File: config.mk
export PLATFORM = sky130hd
export DESIGN_NAME = axil_reg_slave_flat
export DESIGN_NICKNAME = d
export VERILOG_FILES = /design/src/rtl/axil_pkg.sv /design/src/rtl/axil_if.sv /design/src/rtl/axil_wr_capture.sv /design/src/rtl/axil_reg_slave.sv /design/src/flat_wrapper.sv
export SDC_FILE = /design/constraint.sdc
export NUM_CORES = 1
export LEC_CHECK = 0
export CAP_MARGIN = 10
export CORE_AREA = 5 5 181 183
export DETAILED_ROUTE_END_ITERATION = 6
export DIE_AREA = 0 0 186 188
export GPL_ROUTABILITY_DRIVEN = 1
export PLACE_DENSITY = 0.81
export SKIP_LAST_GASP = 1
export SYNTH_ARGS = -nofsm -noshare
export SYNTH_HDL_FRONTEND = slang
export SYNTH_SLANG_ARGS = --single-unit
File: constraint.sdc
create_clock -name clk -period 2.65 [get_ports clk]
set_input_delay 0.53 -clock clk [delete_from_list [all_inputs] [get_ports clk]]
set_output_delay 0.53 -clock clk [all_outputs]
set_load 0.02 [all_outputs]
File: src/rtl/axil_pkg.sv
// Shared constants and types for the AXI-Lite register slave.
// The write-holding record is sized for the widest supported bus.
package axil_pkg;

  localparam logic [1:0] RESP_OKAY   = 2'b00;
  localparam logic [1:0] RESP_SLVERR = 2'b10;

  localparam int CTRL_IDX   = 0;
  localparam int STATUS_IDX = 1;
  localparam int START_BIT  = 0;

  localparam int HOLD_IDX_W  = 32;
  localparam int HOLD_DATA_W = 64;
  localparam int HOLD_STRB_W = HOLD_DATA_W / 8;

  typedef struct packed {
    logic [HOLD_IDX_W-1:0]  idx;
    logic [HOLD_DATA_W-1:0] data;
    logic [HOLD_STRB_W-1:0] strb;
  } wr_hold_t;

  function automatic logic [HOLD_DATA_W-1:0] strb_merge(
    input logic [HOLD_DATA_W-1:0] old_w,
    input logic [HOLD_DATA_W-1:0] new_w,
    input logic [HOLD_STRB_W-1:0] strb
  );
    logic [HOLD_DATA_W-1:0] r;
    r = old_w;
    for (int b = 0; b < HOLD_STRB_W; b++) begin
      if (strb[b]) r[8*b +: 8] = new_w[8*b +: 8];
    end
    return r;
  endfunction

endpackage

File: src/rtl/axil_if.sv
// AXI4-Lite bundle with master and slave views.
// Address and data widths must match on both ends.
interface AXIL_IF #(
  parameter int ADDR_WIDTH = 12,
  parameter int DATA_WIDTH = 32
);
  localparam int STRB_WIDTH = DATA_WIDTH / 8;

  logic [ADDR_WIDTH-1:0] awaddr;
  logic [2:0]            awprot;
  logic                  awvalid;
  logic                  awready;
  logic [DATA_WIDTH-1:0] wdata;
  logic [STRB_WIDTH-1:0] wstrb;
  logic                  wvalid;
  logic                  wready;
  logic [1:0]            bresp;
  logic                  bvalid;
  logic                  bready;
  logic [ADDR_WIDTH-1:0] araddr;
  logic [2:0]            arprot;
  logic                  arvalid;
  logic                  arready;
  logic [DATA_WIDTH-1:0] rdata;
  logic [1:0]            rresp;
  logic                  rvalid;
  logic                  rready;

  modport Slave (
    input  awaddr, awprot, awvalid,
    output awready,
    input  wdata, wstrb, wvalid,
    output wready,
    output bresp, bvalid,
    input  bready,
    input  araddr, arprot, arvalid,
    output arready,
    output rdata, rresp, rvalid,
    input  rready
  );

  modport Master (
    output awaddr, awprot, awvalid,
    input  awready,
    output wdata, wstrb, wvalid,
    input  wready,
    input  bresp, bvalid,
    output bready,
    output araddr, arprot, arvalid,
    input  arready,
    input  rdata, rresp, rvalid,
    output rready
  );
endinterface

File: src/rtl/axil_wr_capture.sv
// AW/W holding registers and ready generation for a single
// outstanding AXI-Lite write.
module axil_wr_capture
  import axil_pkg::*;
#(
  parameter int ADDR_WIDTH = 12,
  parameter int DATA_WIDTH = 32
) (
  input  logic                    clk,
  input  logic                    rst,
  input  logic [ADDR_WIDTH-1:0]   awaddr,
  input  logic                    awvalid,
  output logic                    awready,
  input  logic [DATA_WIDTH-1:0]   wdata,
  input  logic [DATA_WIDTH/8-1:0] wstrb,
  input  logic                    wvalid,
  output logic                    wready,
  input  logic                    bvalid_d,
  input  logic                    b_hs,
  output logic                    both_held,
  output wr_hold_t                hold
);
  localparam int OFF_W = $clog2(DATA_WIDTH / 8);

  logic     aw_held_q, aw_held_d;
  logic     w_held_q, w_held_d;
  logic     awready_q, awready_d;
  logic     wready_q, wready_d;
  wr_hold_t hold_q, hold_d;

  always_comb begin
    aw_held_d = aw_held_q;
    w_held_d  = w_held_q;
    hold_d    = hold_q;
    if (b_hs) begin
      aw_held_d = 1'b0;
      w_held_d  = 1'b0;
    end
    if (awvalid && awready_q) begin
      aw_held_d  = 1'b1;
      hold_d.idx = HOLD_IDX_W'(awaddr[ADDR_WIDTH-1:OFF_W]);
    end
    if (wvalid && wready_q) begin
      w_held_d    = 1'b1;
      hold_d.data = HOLD_DATA_W'(wdata);
      hold_d.strb = HOLD_STRB_W'(wstrb);
    end
    // Readies are registered so they stay low through reset.
    awready_d = !aw_held_d && !bvalid_d;
    wready_d  = !w_held_d && !bvalid_d;
  end

  always_ff @(posedge clk) begin
    if (rst) begin
      aw_held_q <= 1'b0;
      w_held_q  <= 1'b0;
      awready_q <= 1'b0;
      wready_q  <= 1'b0;
      hold_q    <= '0;
    end else begin
      aw_held_q <= aw_held_d;
      w_held_q  <= w_held_d;
      awready_q <= awready_d;
      wready_q  <= wready_d;
      hold_q    <= hold_d;
    end
  end

  assign awready   = awready_q;
  assign wready    = wready_q;
  assign both_held = aw_held_q && w_held_q;
  assign hold      = hold_q;

endmodule

File: src/rtl/axil_reg_slave.sv
// AXI-Lite control/status register bank: CTRL with start pulse,
// read-only STATUS, and general config words.
module axil_reg_slave
  import axil_pkg::*;
#(
  parameter int ADDR_WIDTH = 12,
  parameter int DATA_WIDTH = 32,
  parameter int NUM_REGS   = 8
) (
  input  logic                             clk,
  input  logic                             rst,
  AXIL_IF.Slave                            s_axil,
  input  logic [DATA_WIDTH-1:0]            status_i,
  output logic [DATA_WIDTH-1:0]            ctrl_o,
  output logic                             start_o,
  output logic [(NUM_REGS-2)*DATA_WIDTH-1:0] regs_o
);
  localparam int OFF_W = $clog2(DATA_WIDTH / 8);

  typedef enum logic {RD_IDLE, RD_RESP} rd_state_t;

  logic [DATA_WIDTH-1:0] ctrl_q, ctrl_d;
  logic [DATA_WIDTH-1:0] cfg_q [2:NUM_REGS-1];
  logic [DATA_WIDTH-1:0] cfg_d [2:NUM_REGS-1];
  logic                  bvalid_q, bvalid_d;
  logic [1:0]            bresp_q, bresp_d;
  logic                  start_q, start_d;

  logic                   aw_rdy, w_rdy;
  logic                   both_held, b_hs, wr_fire, wr_err;
  wr_hold_t               hold;
  logic [HOLD_IDX_W-1:0]  wr_idx;
  logic [DATA_WIDTH-1:0]  old_w;
  logic [HOLD_DATA_W-1:0] merged;

  axil_wr_capture #(
    .ADDR_WIDTH (ADDR_WIDTH),
    .DATA_WIDTH (DATA_WIDTH)
  ) u_wr_capture (
    .clk       (clk),
    .rst       (rst),
    .awaddr    (s_axil.awaddr),
    .awvalid   (s_axil.awvalid),
    .awready   (aw_rdy),
    .wdata     (s_axil.wdata),
    .wstrb     (s_axil.wstrb),
    .wvalid    (s_axil.wvalid),
    .wready    (w_rdy),
    .bvalid_d  (bvalid_d),
    .b_hs      (b_hs),
    .both_held (both_held),
    .hold      (hold)
  );

  assign b_hs    = bvalid_q && s_axil.bready;
  assign wr_fire = both_held && !bvalid_q;
  assign wr_idx  = hold.idx;
  assign wr_err  = (wr_idx >= HOLD_IDX_W'(NUM_REGS))
                || (wr_idx == HOLD_IDX_W'(STATUS_IDX));

  always_comb begin
    bvalid_d = bvalid_q;
    bresp_d  = bresp_q;
    start_d  = 1'b0;
    ctrl_d   = ctrl_q;
    cfg_d    = cfg_q;
    old_w    = '0;
    if (wr_idx == HOLD_IDX_W'(CTRL_IDX)) old_w = ctrl_q;
    for (int i = 2; i < NUM_REGS; i++) begin
      if (wr_idx == HOLD_IDX_W'(i)) old_w = cfg_q[i];
    end
    merged = strb_merge(HOLD_DATA_W'(old_w), hold.data, hold.strb);
    if (b_hs) bvalid_d = 1'b0;
    if (wr_fire) begin
      bvalid_d = 1'b1;
      bresp_d  = wr_err ? RESP_SLVERR : RESP_OKAY;
      if (!wr_err) begin
        if (wr_idx == HOLD_IDX_W'(CTRL_IDX)) begin
          ctrl_d  = merged[DATA_WIDTH-1:0];
          start_d = hold.strb[START_BIT] && hold.data[START_BIT];
        end
        for (int i = 2; i < NUM_REGS; i++) begin
          if (wr_idx == HOLD_IDX_W'(i)) cfg_d[i] = merged[DATA_WIDTH-1:0];
        end
      end
    end
  end

  always_ff @(posedge clk) begin
    if (rst) begin
      ctrl_q   <= '0;
      cfg_q    <= '{default: '0};
      bvalid_q <= 1'b0;
      bresp_q  <= RESP_OKAY;
      start_q  <= 1'b0;
    end else begin
      ctrl_q   <= ctrl_d;
      cfg_q    <= cfg_d;
      bvalid_q <= bvalid_d;
      bresp_q  <= bresp_d;
      start_q  <= start_d;
    end
  end

  // Read decode and FSM
  rd_state_t             rd_state_q;
  logic                  arready_q, rvalid_q;
  logic [DATA_WIDTH-1:0] rdata_q, rd_val;
  logic [1:0]            rresp_q;
  logic                  rd_err;
  logic [HOLD_IDX_W-1:0] rd_idx;

  assign rd_idx = HOLD_IDX_W'(s_axil.araddr[ADDR_WIDTH-1:OFF_W]);

  always_comb begin
    rd_val = '0;
    rd_err = 1'b0;
    if (rd_idx >= HOLD_IDX_W'(NUM_REGS)) begin
      rd_err = 1'b1;
    end else if (rd_idx == HOLD_IDX_W'(CTRL_IDX)) begin
      rd_val = ctrl_q;
    end else if (rd_idx == HOLD_IDX_W'(STATUS_IDX)) begin
      rd_val = status_i;
    end else begin
      for (int i = 2; i < NUM_REGS; i++) begin
        if (rd_idx == HOLD_IDX_W'(i)) rd_val = cfg_q[i];
      end
    end
  end

  always_ff @(posedge clk) begin
    if (rst) begin
      rd_state_q <= RD_IDLE;
      arready_q  <= 1'b0;
      rvalid_q   <= 1'b0;
      rdata_q    <= '0;
      rresp_q    <= RESP_OKAY;
    end else begin
      unique case (rd_state_q)
        RD_IDLE: begin
          arready_q <= 1'b1;
          if (s_axil.arvalid && arready_q) begin
            rd_state_q <= RD_RESP;
            arready_q  <= 1'b0;
            rvalid_q   <= 1'b1;
            rdata_q    <= rd_val;
            rresp_q    <= rd_err ? RESP_SLVERR : RESP_OKAY;
          end
        end
        RD_RESP: begin
          if (s_axil.rready) begin
            rd_state_q <= RD_IDLE;
            rvalid_q   <= 1'b0;
            arready_q  <= 1'b1;
          end
        end
        default: rd_state_q <= RD_IDLE;
      endcase
    end
  end

  assign s_axil.awready = aw_rdy;
  assign s_axil.wready  = w_rdy;
  assign s_axil.bvalid  = bvalid_q;
  assign s_axil.bresp   = bresp_q;
  assign s_axil.arready = arready_q;
  assign s_axil.rvalid  = rvalid_q;
  assign s_axil.rdata   = rdata_q;
  assign s_axil.rresp   = rresp_q;

  assign ctrl_o  = ctrl_q;
  assign start_o = start_q;

  for (genvar g = 2; g < NUM_REGS; g++) begin : g_regs
    assign regs_o[(g-2)*DATA_WIDTH +: DATA_WIDTH] = cfg_q[g];
  end

endmodule
File: src/flat_wrapper.sv
// flat-port wrapper written by rule: the top's interface ports become plain ports
module axil_reg_slave_flat import axil_pkg::*;
#(
  parameter int ADDR_WIDTH = 12,
  parameter int DATA_WIDTH = 32,
  parameter int NUM_REGS   = 8
)
  (clk, rst, status_i, ctrl_o, start_o, regs_o, s_axil_awaddr, s_axil_awprot, s_axil_awvalid, s_axil_awready, s_axil_wdata, s_axil_wstrb, s_axil_wvalid, s_axil_wready, s_axil_bresp, s_axil_bvalid, s_axil_bready, s_axil_araddr, s_axil_arprot, s_axil_arvalid, s_axil_arready, s_axil_rdata, s_axil_rresp, s_axil_rvalid, s_axil_rready);
  AXIL_IF #(.ADDR_WIDTH(ADDR_WIDTH), .DATA_WIDTH(DATA_WIDTH)) s_axil_i ();
  input  logic clk;
  input  logic rst;
  input  logic [DATA_WIDTH-1:0] status_i;
  output logic [DATA_WIDTH-1:0] ctrl_o;
  output logic start_o;
  output logic [(NUM_REGS-2)*DATA_WIDTH-1:0] regs_o;
  input wire logic [$bits(s_axil_i.awaddr)-1:0] s_axil_awaddr;
  input wire logic [$bits(s_axil_i.awprot)-1:0] s_axil_awprot;
  input wire logic [$bits(s_axil_i.awvalid)-1:0] s_axil_awvalid;
  output wire logic [$bits(s_axil_i.awready)-1:0] s_axil_awready;
  input wire logic [$bits(s_axil_i.wdata)-1:0] s_axil_wdata;
  input wire logic [$bits(s_axil_i.wstrb)-1:0] s_axil_wstrb;
  input wire logic [$bits(s_axil_i.wvalid)-1:0] s_axil_wvalid;
  output wire logic [$bits(s_axil_i.wready)-1:0] s_axil_wready;
  output wire logic [$bits(s_axil_i.bresp)-1:0] s_axil_bresp;
  output wire logic [$bits(s_axil_i.bvalid)-1:0] s_axil_bvalid;
  input wire logic [$bits(s_axil_i.bready)-1:0] s_axil_bready;
  input wire logic [$bits(s_axil_i.araddr)-1:0] s_axil_araddr;
  input wire logic [$bits(s_axil_i.arprot)-1:0] s_axil_arprot;
  input wire logic [$bits(s_axil_i.arvalid)-1:0] s_axil_arvalid;
  output wire logic [$bits(s_axil_i.arready)-1:0] s_axil_arready;
  output wire logic [$bits(s_axil_i.rdata)-1:0] s_axil_rdata;
  output wire logic [$bits(s_axil_i.rresp)-1:0] s_axil_rresp;
  output wire logic [$bits(s_axil_i.rvalid)-1:0] s_axil_rvalid;
  input wire logic [$bits(s_axil_i.rready)-1:0] s_axil_rready;
  assign s_axil_i.awaddr = s_axil_awaddr;
  assign s_axil_i.awprot = s_axil_awprot;
  assign s_axil_i.awvalid = s_axil_awvalid;
  assign s_axil_awready = s_axil_i.awready;
  assign s_axil_i.wdata = s_axil_wdata;
  assign s_axil_i.wstrb = s_axil_wstrb;
  assign s_axil_i.wvalid = s_axil_wvalid;
  assign s_axil_wready = s_axil_i.wready;
  assign s_axil_bresp = s_axil_i.bresp;
  assign s_axil_bvalid = s_axil_i.bvalid;
  assign s_axil_i.bready = s_axil_bready;
  assign s_axil_i.araddr = s_axil_araddr;
  assign s_axil_i.arprot = s_axil_arprot;
  assign s_axil_i.arvalid = s_axil_arvalid;
  assign s_axil_arready = s_axil_i.arready;
  assign s_axil_rdata = s_axil_i.rdata;
  assign s_axil_rresp = s_axil_i.rresp;
  assign s_axil_rvalid = s_axil_i.rvalid;
  assign s_axil_i.rready = s_axil_rready;
  axil_reg_slave #(.ADDR_WIDTH(ADDR_WIDTH), .DATA_WIDTH(DATA_WIDTH), .NUM_REGS(NUM_REGS)) u_core (.clk(clk), .rst(rst), .s_axil(s_axil_i), .status_i(status_i), .ctrl_o(ctrl_o), .start_o(start_o), .regs_o(regs_o));
endmodule
==> results.py, run 1 <==
metrics = {
    "run_status": {
        "status": "finished with violations",
        "violations": "design-rule violations, negative setup slack",
    },
    "floorplanning": {
        "die_h_um": 188,
        "num_rows": 65,
        "initial_core_util": 0.5019,
        "die_area_um2": 34970,
        "pin_count": 371,
        "die_x_um": 186,
        "core_area_um2": 31070,
    },
    "sta": {
        "whs_ns": 0.3728,
        "tightest_slew_ns": 1.007,
        "fin_crit_ns": 2.662,
        "rsz0062_at_grt": "no",
        "min_period_over_period": 1.004,
        "drv_slew": 0,
        "setup_viol_count_final": 1,
        "fin_ws_ns": -0.01164,
        "fmax_mhz": 375.7,
        "finClkSkew_ns": 0.01749,
        "max-slew-margin-rel": 0.3262,
        "hold_violations": 0,
    },
    "worst_hold_path": {
        "min_path_type": "input port to flip-flop",
        "hold_path_depth": 2,
    },
    "setup_path": {
        "critPathKind": "flip-flop to flip-flop",
        "crit_arrival_ns": 3.08,
        "endpoint_kind": "flip-flop",
        "crit_required_ns": 3.06,
        "path_max_fanout": 11,
        "critPathLaunchType": "flip-flop",
        "reg2regPathDepth": 6,
    },
    "synthesis": {
        "ys.warnings.count": 0,
        "synth_area_leader_cell": "dfxtp_1",
        "yosysMostFrequentCell": "dfxtp_1",
        "postSynth.asyncResetShare": 0,
        "synth-seq-cells": 313,
        "synth-edff-count": 0,
        "syn_area_per_cell_um2": 8.809,
        "synth_top_area_frac": 0.4019,
        "yosys-top-cells-count": "dfxtp_1, nor2_1, nand2_1",
        "synth_seq_area_share": 0.4019,
        "synth_cells": 1770,
        "syn_area_um2": 15590,
        "synth_flop_cell": "dfxtp_1",
        "synth_cell_types": 69,
        "synth.area.top_cells": "dfxtp_1, nor2_1, a311oi_1",
    },
    "routing": {
        "antenna_left": 0,
        "drc_errors": 1,
        "drtIter0Drc": 2616,
        "vias_per_cell": 6.751,
        "first_pass_iters": 7,
        "vias": 17020,
        "routed_wl_mm": 66.33,
        "drt-wirelength-per-cell_um": 26.31,
    },
    "grt": {
        "grtUsageTotal": 0.3596,
        "grt_pass1_wl_mm": 98.72,
        "gr-total-overflow": 0,
        "grt_antenna_before_repair": 1,
        "grt_pass1_vias": 16340,
        "grt_max_degree": 132,
    },
    "place": {
        "numPortBuffers": 358,
        "routabilityCongestion": 0.9654,
        "detailed_place_hpwl_mm": 46.17,
        "pre_cts_ws_ns": -0.3429,
    },
    "clocking": {
        "clock_sinks": 313,
        "cts_setup_buffers": 0,
        "clockBufferDepth": 3,
        "htree_num_levels": 2,
        "clkTransAtPathRegs_ns": 0.06,
        "cts_tree": "done",
        "numCtsBuffers": 35,
        "root_buffer": "clkbuf_16",
        "clkLatencyLatePin_ns": 0.52,
    },
    "finish": {
        "area_growth_pct": 36.02,
        "drive_gt1_frac": 0.1402,
        "fillers": 2442,
        "nets": 2199,
    },
    "power": {
        "pwr_density_cell_nw_per_um2": 520.7,
        "leakage_nw": 6.770,
        "ir_worst_vdd_v": 0.0003829,
    },
    "flow_run": {
        "cap_viol_max_count": 0,
    },
}
## critical path, stage by stage, from the launching register on
cell and delay, ns:
dfxtp_1 0.43, or4_4 0.28, nor4_2 0.08, buf_4 0.17, nor2_1 0.76, o2111ai_1 0.47, a311oi_1 0.36
## sequential cells by signal, summed over array words and instances, names as in the netlist
signal / cells
u_core.regs_o: 192
u_core.u_wr_capture.hold: 46
u_core.ctrl_o: 32
u_core.s_axil.rdata: 32
u_core.rd_state_q: 1
u_core.s_axil.arready: 1
u_core.s_axil.bresp: 1
u_core.s_axil.bvalid: 1
u_core.s_axil.rresp: 1
u_core.s_axil.rvalid: 1
u_core.start_o: 1
u_core.u_wr_capture.aw_held_q: 1
u_core.u_wr_capture.awready: 1
u_core.u_wr_capture.w_held_q: 1
u_core.u_wr_capture.wready: 1
## layer usage
| layer | vias up | track usage | part of all wire |
|---|---|---|---|
| li1 | 7342 | - | - |
| met1 | 8009 | 0.4777 | 0.37 |
| met2 | 1369 | 0.5549 | 0.44 |
| met3 | 298 | 0.08419 | 0.13 |
| met4 | 2 | 0.1642 | 0.054 |
| met5 | - | 0 | 0.00011 |
## layout by cell type, fill, tap and decap left out, drive strengths merged, types with 29 or more instances in the layout
| master | n |
|---|---|
| clkdlybuf4s50 | 354 |
| dfxtp | 313 |
| nor2 | 255 |
| nand2 | 159 |
| a21oi | 131 |
| buf | 103 |
| a311oi | 101 |
| a211oi | 71 |
| mux2i | 61 |
| clkbuf | 53 |
| o21ai | 50 |
| nor3 | 43 |
| nor4 | 40 |
| mux4 | 32 |
| a2bb2oi | 30 |
| a31oi | 29 |
## final timing paths
path                                              startpoint  slack, ns                      endpoint
worst max-delay path            u_core.u_wr_capture.hold[80]      -0.01             u_core.regs_o[23]
worst min-delay path                                     rst       0.37        u_core.s_axil.rresp[1]
worst max register to register  u_core.u_wr_capture.hold[80]      -0.01             u_core.regs_o[23]
worst min register to register  u_core.u_wr_capture.hold[38]       0.46  u_core.u_wr_capture.hold[38]
## area by class of cell
class	count	area [um2]	share of cell area
timing repair buffer	458	4563	0.2151
antenna	1	2.502	0.0001180
tap	402	503.0	0.02372
clock inverter	9	100.1	0.004719
inverter	13	48.80	0.002301
clock buffer	52	1062	0.05009
multi-input combinational	1273	8657	0.4082
sequential	313	6272	0.2957
## report_power, final
group          leakage [nW]  internal, mW  switching [mW]
Sequential             2.53          4.76          0.0631
Clock                 0.570          2.97            1.99
Combinational          3.67         0.501           0.762
Total                  6.77          8.23            2.82
## what timing repair did
action | 4_1_cts | 5_1_grt
setup endpoints to repair | 9 | 4
gates cloned | 0 | 0
hold buffers | 0 | 0
pin swaps | 0 | 1
gates resized for setup | 2 | 3
## cell families (layout without fill, tap and decap cells)
group           Yosys count  count (layout)  share of synthesized area
flops                   313             313                     0.4019
compound gates          577             577                     0.2766
mux                     121             121                     0.1056
simple gates            573             573                     0.1667
buf+inv                 185             532                    0.04903
other cells               1               3                  0.0002405
## metrics by stage
step	cells	power, mW	setup TNS (ns)	util	cell area (um2)
finish	2521	11.04	-0.01164	0.6827	21210
global route	2520	11.32	0	0.6826	21210
CTS	2520	11.00	0	0.6821	21190
detailed placement	2459	6.141	-9.504	0.6445	20020
global placement	2459	6.120	-7.191	0.6445	20020
floorplan	1771	5.624	0	-	15600
Power figures use the tool's default switching activity.
==> run 2, diff against run 1 <==
--- a/config.mk
+++ b/config.mk
@@ -6,11 +6,11 @@
 export NUM_CORES = 1
 export LEC_CHECK = 0
 export CAP_MARGIN = 10
-export CORE_AREA = 5 5 181 183
+export CORE_AREA = 5 5 227 163
 export DETAILED_ROUTE_END_ITERATION = 6
-export DIE_AREA = 0 0 186 188
+export DIE_AREA = 0 0 232 168
 export GPL_ROUTABILITY_DRIVEN = 1
-export PLACE_DENSITY = 0.81
+export PLACE_DENSITY = 0.77
 export SKIP_LAST_GASP = 1
 export SYNTH_ARGS = -nofsm -noshare
 export SYNTH_HDL_FRONTEND = slang
==> constraint.sdc (replaced) <==
create_clock -name clk -period 2.4 [get_ports clk]
set_input_delay 0.48 -clock clk [delete_from_list [all_inputs] [get_ports clk]]
set_output_delay 0.48 -clock clk [all_outputs]
set_load 0.02 [all_outputs]
==> results.py, run 2 (synthesized netlist as in run 1, its figures left out) <==
metrics = {
    "power": {
        "leakage_nw": 7.052,
        "ir_worst_vdd_v": 0.0005846,
        "power_mw": 11.96,
        "pwr_density_cell_nw_per_um2": 541.2,
    },
    "clocking": {
        "htree_num_levels": 1,
        "clock_sinks": 313,
        "root_buffer": "clkbuf_16",
        "numCtsBuffers": 31,
        "clockBufferDepth": 3,
        "clkLatencyLatePin_ns": 0.58,
        "cts_tree": "done",
        "ctsHoldBuffers": 0,
        "clkTransAtPathRegs_ns": 0.07,
    },
    "floorplanning": {
        "core_area_um2": 34380,
        "die_h_um": 168,
        "die_x_um": 232,
        "num_rows": 57,
        "die_area_um2": 38980,
        "initial_core_util": 0.4536,
        "pin_count": 371,
    },
    "routing": {
        "antenna_left": 0,
        "drc_errors": 0,
        "routed_wl_mm": 71.48,
        "first_pass_iters": 6,
        "drt-wirelength-per-cell_um": 27.16,
        "vias_per_cell": 6.554,
        "drtIter0Drc": 2437,
        "vias": 17250,
    },
    "flow_run": {
        "cap_viol_max_count": 0,
    },
    "sta": {
        "fin_ws_ns": -0.01154,
        "drv_slew": 0,
        "setup_tns_ns": -0.01154,
        "rsz0062_at_grt": "yes",
        "max-slew-margin-rel": 0.3349,
        "tightest_slew_ns": 0.9953,
        "whs_ns": 0.3360,
        "fin_crit_ns": 2.412,
        "min_period_over_period": 1.005,
        "finClkSkew_ns": 0.01424,
        "fmax_mhz": 414.7,
        "setup_viol_count_final": 1,
        "hold_violations": 0,
    },
    "finish": {
        "nets": 2240,
        "area_growth_pct": 41.76,
        "layout_common_cells": "clkdlybuf4s50_1, dfxtp_1, nor2_1",
        "drive_gt1_frac": 0.1732,
        "register_area_um2": 6272,
        "fillers": 2755,
        "largest_reg_flops": 192,
        "multi_input_area_um2": 9057,
        "finalInstanceArea_um2": 22100,
        "layout_commonest_cell": "clkdlybuf4s50_1",
    },
    "grt": {
        "grt_antenna_before_repair": 6,
        "grt_pass1_vias": 16120,
        "grtUsageTotal": 0.3417,
        "grt_pass1_wl_mm": 104.6,
        "grt_max_degree": 108,
        "gr-total-overflow": 0,
    },
    "run_status": {
        "violations": "negative setup slack",
        "status": "finished with violations",
    },
    "worst_hold_path": {
        "min_path_type": "input port to flip-flop",
        "min_from": "rst",
    },
    "place": {
        "routabilityCongestion": 0.9531,
        "numPortBuffers": 358,
        "placed_area_um2": 20470,
        "detailed_place_hpwl_mm": 50.23,
        "pre_cts_ws_ns": -0.4654,
    },
    "setup_path": {
        "r2r-start": "u_core.u_wr_capture.hold[77]",
        "crit_required_ns": 2.85,
        "crit_start": "u_core.u_wr_capture.hold[77]",
        "endpoint_kind": "flip-flop",
        "path_max_fanout": 11,
        "critPathLaunchType": "flip-flop",
        "crit_arrival_ns": 2.87,
        "critPathKind": "flip-flop to flip-flop",
    },
}
-- run 2: cell types whose count changed in the layout (fill, tap and decap cells not counted), sizes merged --
cell    previous run  this run
buf              103       146
bufinv             2         3
inv               13        12
clkinv             5         9
clkbuf            53        47
-- run 2: timing repair --
item,4_1_cts,5_1_grt
cloned,0,2
setup buffers,7,4
pin swaps,7,10
setup endpoints to repair,113,78
endpoints found under the hold margin,0,0
gates resized for setup,25,42
-- run 2: final cells by class --
type | instances | area share
timing repair buffer | 503 | 0.2308
multi-input combinational | 1273 | 0.4098
antenna | 1 | 0.0001132
clock buffer | 44 | 0.04002
inverter | 13 | 0.002264
clock inverter | 13 | 0.006566
sequential | 313 | 0.2838
tap | 472 | 0.02672
-- run 2: worst paths after layout --
| check | endpoint | slack, ns | depth (start not counted) |
|---|---|---|---|
| setup reg to reg | u_core.ctrl_o[30] | -0.01 | 8 |
| setup / recovery | u_core.ctrl_o[30] | -0.01 | 8 |
| hold reg to reg | u_core.u_wr_capture.hold[28] | 0.46 | 2 |
| hold / removal | u_core.s_axil.rvalid | 0.34 | 2 |
-- run 2: routing by layer --
metal / wire length (um) / global-route usage / vias up
met3: 11090 / 0.1189 / 227
li1: - / - / 7427
met2: 30530 / 0.5111 / 1330
met4: 2481 / 0.09012 / 10
met5: 66 / 0 / -
met1: 27310 / 0.4735 / 8255
-- run 2: critical path: stages, from the launching register on --
cell	delay, ns
dfxtp_1	0.32
or4_4	0.56
buf_12	0.17
nor3_4	0.14
buf_12	0.16
buf_12	0.15
nor2_2	0.04
a2111o_1	0.37
a311oi_2	0.36
-- run 2: power breakdown --
| group | internal, mW | switching [mW] | total (mW) |
|---|---|---|---|
| registers | 5.25 | 0.0835 | 5.34 |
| clock network | 2.88 | 2.15 | 5.03 |
| logic | 0.676 | 0.919 | 1.59 |
| total | 8.81 | 3.16 | 12.0 |
-- run 2: through the flow --
stage	instances	util
after floorplan	1771	-
after global placement	2561	0.5955
after detailed placement	2561	0.5955
after CTS	2625	0.6319
after global routing	2632	0.6430
final	2632	0.6430
==> run 3, diff against run 2 <==
--- a/config.mk
+++ b/config.mk
@@ -10,6 +10,7 @@
 export DETAILED_ROUTE_END_ITERATION = 6
 export DIE_AREA = 0 0 232 168
 export GPL_ROUTABILITY_DRIVEN = 1
+export HOLD_SLACK_MARGIN = 0.02
 export PLACE_DENSITY = 0.77
 export SKIP_LAST_GASP = 1
 export SYNTH_ARGS = -nofsm -noshare
==> results of run 3 <==
The final DEF is identical to that of run 2; final timing and power are the same.
